<file path="src/rtl/cr16_datapath_reader.sv">
// Steps r0..r(LAST_REG) through the ALU as a non-writing pass-through, latches each value for display
// and compares it with a running Fibonacci reference; 2+DWELL_CYCLES cycles per register, no backpressure.
module cr16_datapath_reader #(
  parameter int unsigned LAST_REG     = 7,
  parameter int unsigned DWELL_CYCLES = 50_000_000
) (
  input  logic        I_CLK,
  input  logic        I_NRESET,
  input  logic        I_START,
  input  logic [15:0] I_RESULT_BUS,
  output logic [15:0] O_REG_WRITE_ENABLE,
  output logic [3:0]  O_REG_A_SELECT,
  output logic [3:0]  O_REG_B_SELECT,
  output logic        O_IMMEDIATE_SELECT,
  output logic [15:0] O_IMMEDIATE,
  output logic [3:0]  O_OPCODE,
  output logic [15:0] O_VALUE,
  output logic [3:0]  O_INDEX,
  output logic        O_VALID,
  output logic        O_BUSY,
  output logic        O_DONE,
  output logic        O_MISMATCH
);

  localparam logic [3:0]  LAST_IDX   = 4'(LAST_REG);
  localparam bit          NO_DWELL   = (DWELL_CYCLES == 0);
  localparam logic [31:0] DWELL_LAST = NO_DWELL ? 32'd0 : 32'(DWELL_CYCLES - 1);
  localparam logic [3:0]  OP_ADDU    = 4'd1;

  typedef enum logic [2:0] {
    S_IDLE,
    S_SELECT,
    S_CAPTURE,
    S_DWELL,
    S_DONE
  } state_t;

  state_t      state;
  state_t      state_nxt;
  logic [3:0]  index;
  logic [15:0] exp_a;
  logic [15:0] exp_b;
  logic [31:0] dwell_cnt;

  logic start_acc;
  logic dwell_end;
  logic step_exit;
  logic last_reg;

  assign start_acc = ((state == S_IDLE) || (state == S_DONE)) && I_START;
  assign dwell_end = (state == S_DWELL) && (dwell_cnt == DWELL_LAST);
  // With no hold time the capture cycle itself closes out the register.
  assign step_exit = dwell_end || ((state == S_CAPTURE) && NO_DWELL);
  assign last_reg  = (index == LAST_IDX);

  always_ff @(posedge I_CLK or negedge I_NRESET) begin
    if (!I_NRESET) begin
      state <= S_IDLE;
    end else begin
      state <= state_nxt;
    end
  end

  always_comb begin
    state_nxt = state;
    case (state)
      S_IDLE:    if (I_START) state_nxt = S_SELECT;
      S_SELECT:  state_nxt = S_CAPTURE;
      S_CAPTURE: begin
        if (!NO_DWELL)     state_nxt = S_DWELL;
        else if (last_reg) state_nxt = S_DONE;
        else               state_nxt = S_SELECT;
      end
      S_DWELL: begin
        if (dwell_end) state_nxt = last_reg ? S_DONE : S_SELECT;
      end
      S_DONE:    if (I_START) state_nxt = S_SELECT;
      default:   state_nxt = S_IDLE;
    endcase
  end

  always_comb begin
    O_BUSY             = (state == S_SELECT) || (state == S_CAPTURE) || (state == S_DWELL);
    O_DONE             = (state == S_DONE);
    O_REG_WRITE_ENABLE = 16'h0000;
    O_REG_A_SELECT     = index;
    O_REG_B_SELECT     = 4'h0;
    O_IMMEDIATE        = 16'h0000;
    O_IMMEDIATE_SELECT = O_BUSY;
    O_OPCODE           = O_BUSY ? OP_ADDU : 4'h0;
  end

  always_ff @(posedge I_CLK or negedge I_NRESET) begin
    if (!I_NRESET) begin
      index      <= 4'h0;
      exp_a      <= 16'h0000;
      exp_b      <= 16'h0000;
      dwell_cnt  <= 32'd0;
      O_VALUE    <= 16'h0000;
      O_INDEX    <= 4'h0;
      O_VALID    <= 1'b0;
      O_MISMATCH <= 1'b0;
    end else begin
      O_VALID <= 1'b0;
      if (start_acc) begin
        index      <= 4'h0;
        exp_a      <= 16'h0001;
        exp_b      <= 16'h0001;
        O_MISMATCH <= 1'b0;
      end
      if (state == S_CAPTURE) begin
        O_VALUE   <= I_RESULT_BUS;
        O_INDEX   <= index;
        O_VALID   <= 1'b1;
        exp_a     <= exp_b;
        exp_b     <= exp_a + exp_b;
        dwell_cnt <= 32'd0;
        if (I_RESULT_BUS != exp_a) O_MISMATCH <= 1'b1;
      end
      if (state == S_DWELL) begin
        dwell_cnt <= dwell_cnt + 32'd1;
      end
      // The final register never increments, so index cannot wrap past 15.
      if (step_exit && !last_reg) begin
        index <= index + 4'h1;
      end
    end
  end

endmodule

</file>
<file path="config.mk">
export PLATFORM = sky130hd
export DESIGN_NAME = cr16_datapath_reader
export DESIGN_NICKNAME = d
export VERILOG_FILES = /design/src/rtl/cr16_datapath_reader.sv
export SDC_FILE = /design/constraint.sdc
export NUM_CORES = 1
export LEC_CHECK = 0
export CORE_MARGIN = 4
export CORE_UTILIZATION = 53
export CTS_CLUSTER_SIZE = 25
export DETAILED_ROUTE_END_ITERATION = 7
export PLACE_DENSITY_LB_ADDON = 0.12
export SYNTH_ARGS = -nofsm -noshare
export SYNTH_HDL_FRONTEND = slang
export SYNTH_SLANG_ARGS = --single-unit
</file>
<file path="constraint.sdc">
create_clock -name I_CLK -period 3 [get_ports I_CLK]
set_clock_uncertainty 0.2 [all_clocks]
set_input_delay 0.6 -clock I_CLK [delete_from_list [all_inputs] [get_ports I_CLK]]
set_output_delay 0.6 -clock I_CLK [all_outputs]
set_load 0.02 [all_outputs]
</file>
Word level (Yosys, flattened, before mapping) --
Index checks and enable logic that the tools add are counted.
Word-level totals: register bits 93, word-level logic and storage cells 50, output and inout port bits 69, bits of input ports 19
Operators by class: multiplexer cells 16, $add $sub $neg 3, eq/ne operators 9, reductions and logical operators 13
Operators with widths (number):
- $mux 32 | 2
- $mux 16 | 3
- $add 32x1->32 const B | 1
- $eq 32x26->1 const B | 1
- $add 16x16->16 | 1
- $ne 16x16->1 | 1
- $pmux 3 s4 | 1
- $mux 3 | 3
- $mux 4 | 2
- $eq 3x2->1 const B | 2
- $reduce_bool 2->1 | 3
- $mux 1 | 5
- $add 4x1->4 const B | 1
- $eq 4x3->1 const B | 1
- $eq 3x1->1 const B | 1
- $eq 3x3->1 const B | 1
- $logic_and 1x1->1 | 3
- $logic_not 3->1 | 1
- $logic_or 1x1->1 | 3
- $ne 2x1->1 const B | 1
- $ne 2x2->1 const B | 1
- $reduce_and 2->1 | 1
- $reduce_or 2->1 | 1
- $logic_not 1->1 | 1

Depth between registers and ports, before layout --
depth after elaboration 6, depth in mapped cells 9

Worst setup path after synthesis --
OpenSTA, ideal clock, no wires.
path type reg2reg, start point reg exp_a[11], end point reg exp_b[15], stages on the path, launching flop included 8, data arrival time 2.151 ns, required time 2.713 ns, period minus slack after synthesis 2.438 ns, setup slack 0.562 ns, library setup time 0.087 ns, cell sequence dfrtp_1 > ha_1 > a21oi_1 > a21boi_0 > o211ai_1 > a31oi_1 > or4b_2 > o211ai_1
Between the ends: word-level cells in the longest chain between the ends 2
RTL lines:
- start: declaration | RTL line 41 | logic [15:0] exp_a;
- start signal: assignment | RTL line 115 | exp_a <= exp_b;
- $add 16x16->16 | RTL line 116 | exp_b <= exp_a + exp_b;
- $mux 16 | RTL line 111 | if (state == S_CAPTURE) begin
- end signal: assignment | RTL line 116
- end: declaration | RTL line 42 | logic [15:0] exp_b;
Every way passes these cells. A chain may end at the register's enable or synchronous reset.

Worst setup path in the final report --
Same ends and word-level chain as after synthesis.

==> results by group <==
Floorplanning
  – Die width: 106 um
  – Initial core utilization: 0.547
  – DIE AREA: 0.0112 mm^2
  – Die Y: 106 um
  – # rows: 35
  – Core Region: 0.00928 mm^2
  – Top-Level Pins: 88

Pwr
  – Pwr Density: 580 mW/mm^2
  – Max VDD drop: 0.000255 V
  – Final Power: 3.34 mW
  – Pleak: 2.62 nW

Clock tree
  – Clock-pin slew on the worst setup and hold paths: 80 ps
  – Resized Gates After CTS: 0
  – CTS tree: done
  – Clk root buf: clkbuf_8
  – Skew-Pair Late Insertion Delay: 360 ps
  – # clock sinks: 93
  – Post-CTS Setup Bufs: 0
  – TritonCTS buffer count: 9
  – Clock Path Buffers: 2
  – Hold buffers post-CTS: 1
  – H-tree depth: 3

STA
  – Tmin final: 2690 ps
  – Worst slew pin tran: 646 ps
  – Sum Neg Setup Slack: 0 ps
  – RSZ-0062 raised after global routing: false
  – Final Slew Violations: 0
  – Rel. slew slack: 0.569
  – Hold Vio Cnt, Final: 0
  – Final worst-path cycle share: 0.898
  – Fin Hold WS: 278 ps
  – Final Setup Violations: 0
  – F_max: 0.371 GHz

Final layout
  – Most frequent cells in the layout: 110 x nand2_1, 93 x dfrtp_1, 47 x clkdlybuf4s50_1
  – Ant diodes: 0
  – Commonest non-fill, non-tap cell in the layout: nand2_1
  – Fillers: 809
  – Net count, final: 623
  – Final Cell Area: 0.00577 mm^2
  – Ratio of cells with drive above 1 in the final layout: 0.0559
  – P&R area growth vs syn: 13.7%

Critical path
  – Most used cell, CP: o211ai_1
  – WP data required: 3070 ps
  – Crit Path Class: reg2reg
  – Worst Path Arrival: 2760 ps
  – Cell family with most CP delay: compound AO/OA/AOI/OAI gates
  – Crit path depth: 7
  – Critical path capture point type: flip-flop
  – CP cell instances: ha_1 > a21oi_1 > a21boi_0 > o211ai_1 > a31oi_1 > or4b_2 > o211ai_1
  – R2R depth: 7
  – Buffers & Inverters on Critical Path: 0
  – CP max stage cell: or4b_2
  – Critical path peak fanout: 6
  – CP max stage delay: 610 ps
  – Worst setup SP type: flip-flop

Route
  – DRC Markers: 0
  – Initial drt markers: 124
  – Via-per-instance ratio: 5.40
  – Antenna Violating Nets Remaining: 0
  – Routed vias: 3882
  – Routed len/inst: 15.2 um
  – 1st-pass router iterations: 4
  – Routed wire length: 10900 um

Placement
  – PortBufs: 48
  – Post-DP HPWL: 7940 um
  – Global placement routability congestion: 0.943
  – DP Area: 0.00555 mm^2

Logic synthesis
  – Sequential fraction of the synthesis area: 0.459
  – Ranking of synthesized cells by area: dfrtp_1 46%, nand2_1 8.1%, buf_4 6.1%
  – Synth Cell Area: 0.00507 mm^2
  – Ys flop type: dfrtp_1
  – Syn avg cell area: 9.42 um^2
  – Yosys cell types: 54
  – Share of the synthesized area in the top cell type: 0.459
  – FFs w/ async S/R, synth: 1.00
  – Yosys warns: 0
  – Synth Register Bits: 93
  – Cell taking the most area after synthesis: dfrtp_1
  – Post-synth EDFFs: 0
  – Post-Syn Instances: 539

Hold path
  – Worst hold path type: reg2reg
  – Hold Crit Depth: 2

GRT
  – Vias in the first global route: 3679
  – GR Overflow Total: 0
  – Pin count of the biggest net entering global routing: 63
  – Overall routing resource usage: 0.202
  – First-pass GRT wire length: 18200 um
  – Initial antenna violation count: 0

Status
  – Status: complete, no violations

Job
  – MaxCap Viol Count: 0
## state kept, by name (all words and copies together), names as in the netlist
signal          count
O_VALUE            16
state               3
exp_b              16
exp_a              16
O_REG_A_SELECT      4
O_MISMATCH          1
O_VALID             1
O_INDEX             4
dwell_cnt          32
## routing by layer
metal	global-route usage	wire (um)	vias to the layer above
li1	-	-	1921
met1	0.266	4910	1863
met2	0.342	5420	84
met3	0.0288	403	14
met4	0.0722	195	0
met5	0	0	-
## where the power goes
group          total, mW  leakage, nW  switching (mW)  internal [mW]
clock              0.911        0.103           0.441          0.470
sequential          1.58         1.20           0.157           1.42
combinational      0.853         1.32           0.468          0.385
total               3.34         2.62            1.07           2.28
## final timing paths
check | from | to | slack (ps)
setup / recovery | exp_a[11] | exp_b[15] | 310
max in group asynchronous | I_NRESET | O_VALUE[9] | 1490
hold / removal | O_VALUE[9] | O_VALUE[9] | 280
min in group asynchronous | I_NRESET | exp_a[8] | 500
setup reg to reg | exp_a[11] | exp_b[15] | 310
hold reg to reg | O_VALUE[9] | O_VALUE[9] | 280
## cell type report
| cell class | count | area (um^2) | share of cell area |
|---|---|---|---|
| well taps | 129 | 161 | 0.0280 |
| clock buffers | 10 | 128 | 0.0221 |
| repair buffers | 56 | 553 | 0.0958 |
| inverters | 16 | 60.1 | 0.0104 |
| flip-flops and latches | 93 | 2330 | 0.403 |
| multi-input cells | 410 | 2460 | 0.426 |
| clock inverters | 5 | 85.1 | 0.0147 |
## logic make-up after synthesis
kind of cell             after synthesis  synth area share
XOR/XNOR                              25            0.0431
AND/OR/NAND/NOR                      198             0.187
other                                  1          0.000739
buffers and inverters                 74            0.0865
AO/OA/AOI/OAI                        119             0.157
multiplexers                          11            0.0217
flip-flops                            93             0.459
adder cells (fa/ha/maj)               18            0.0459
## worst min-delay path: stages (launching register included)
cell     delay [ps]
dfrtp_1         340
nand2_1          50
nand2_1          60
## through the flow
step	util	instances	setup WS, ps
2_1_floorplan	-	577	562
3_3_place_gp	0.598	703	418
3_5_place_dp	0.598	703	327
4_1_cts	0.622	719	326
5_1_grt	0.622	719	81.6
6_report	0.622	719	306
## cells in the mapped netlist (2+ instances only)
library cell and n:
nand2_1 110, dfrtp_1 93, buf_4 41, o21ai_0 34, nand3_1 27, xnor2_1 23
ha_1 17, a21oi_1 16, a22o_1 15, inv_1 15, o211ai_1 15, o31ai_1 15
nor2_1 14, mux2i_1 11, nand4_1 11, clkbuf_1 9, and3_1 7, nand2b_1 7
buf_2 5, a21boi_0 4, nor4_1 4, nor3_1 3, o22ai_1 3, a211oi_1 2
a31oi_1 2, and2_1 2, buf_1 2, nor4b_1 2, o21a_1 2, o22a_1 2
o2bb2ai_1 2, xor2_1 2
No activity file was read; power rests on OpenSTA's default activity.
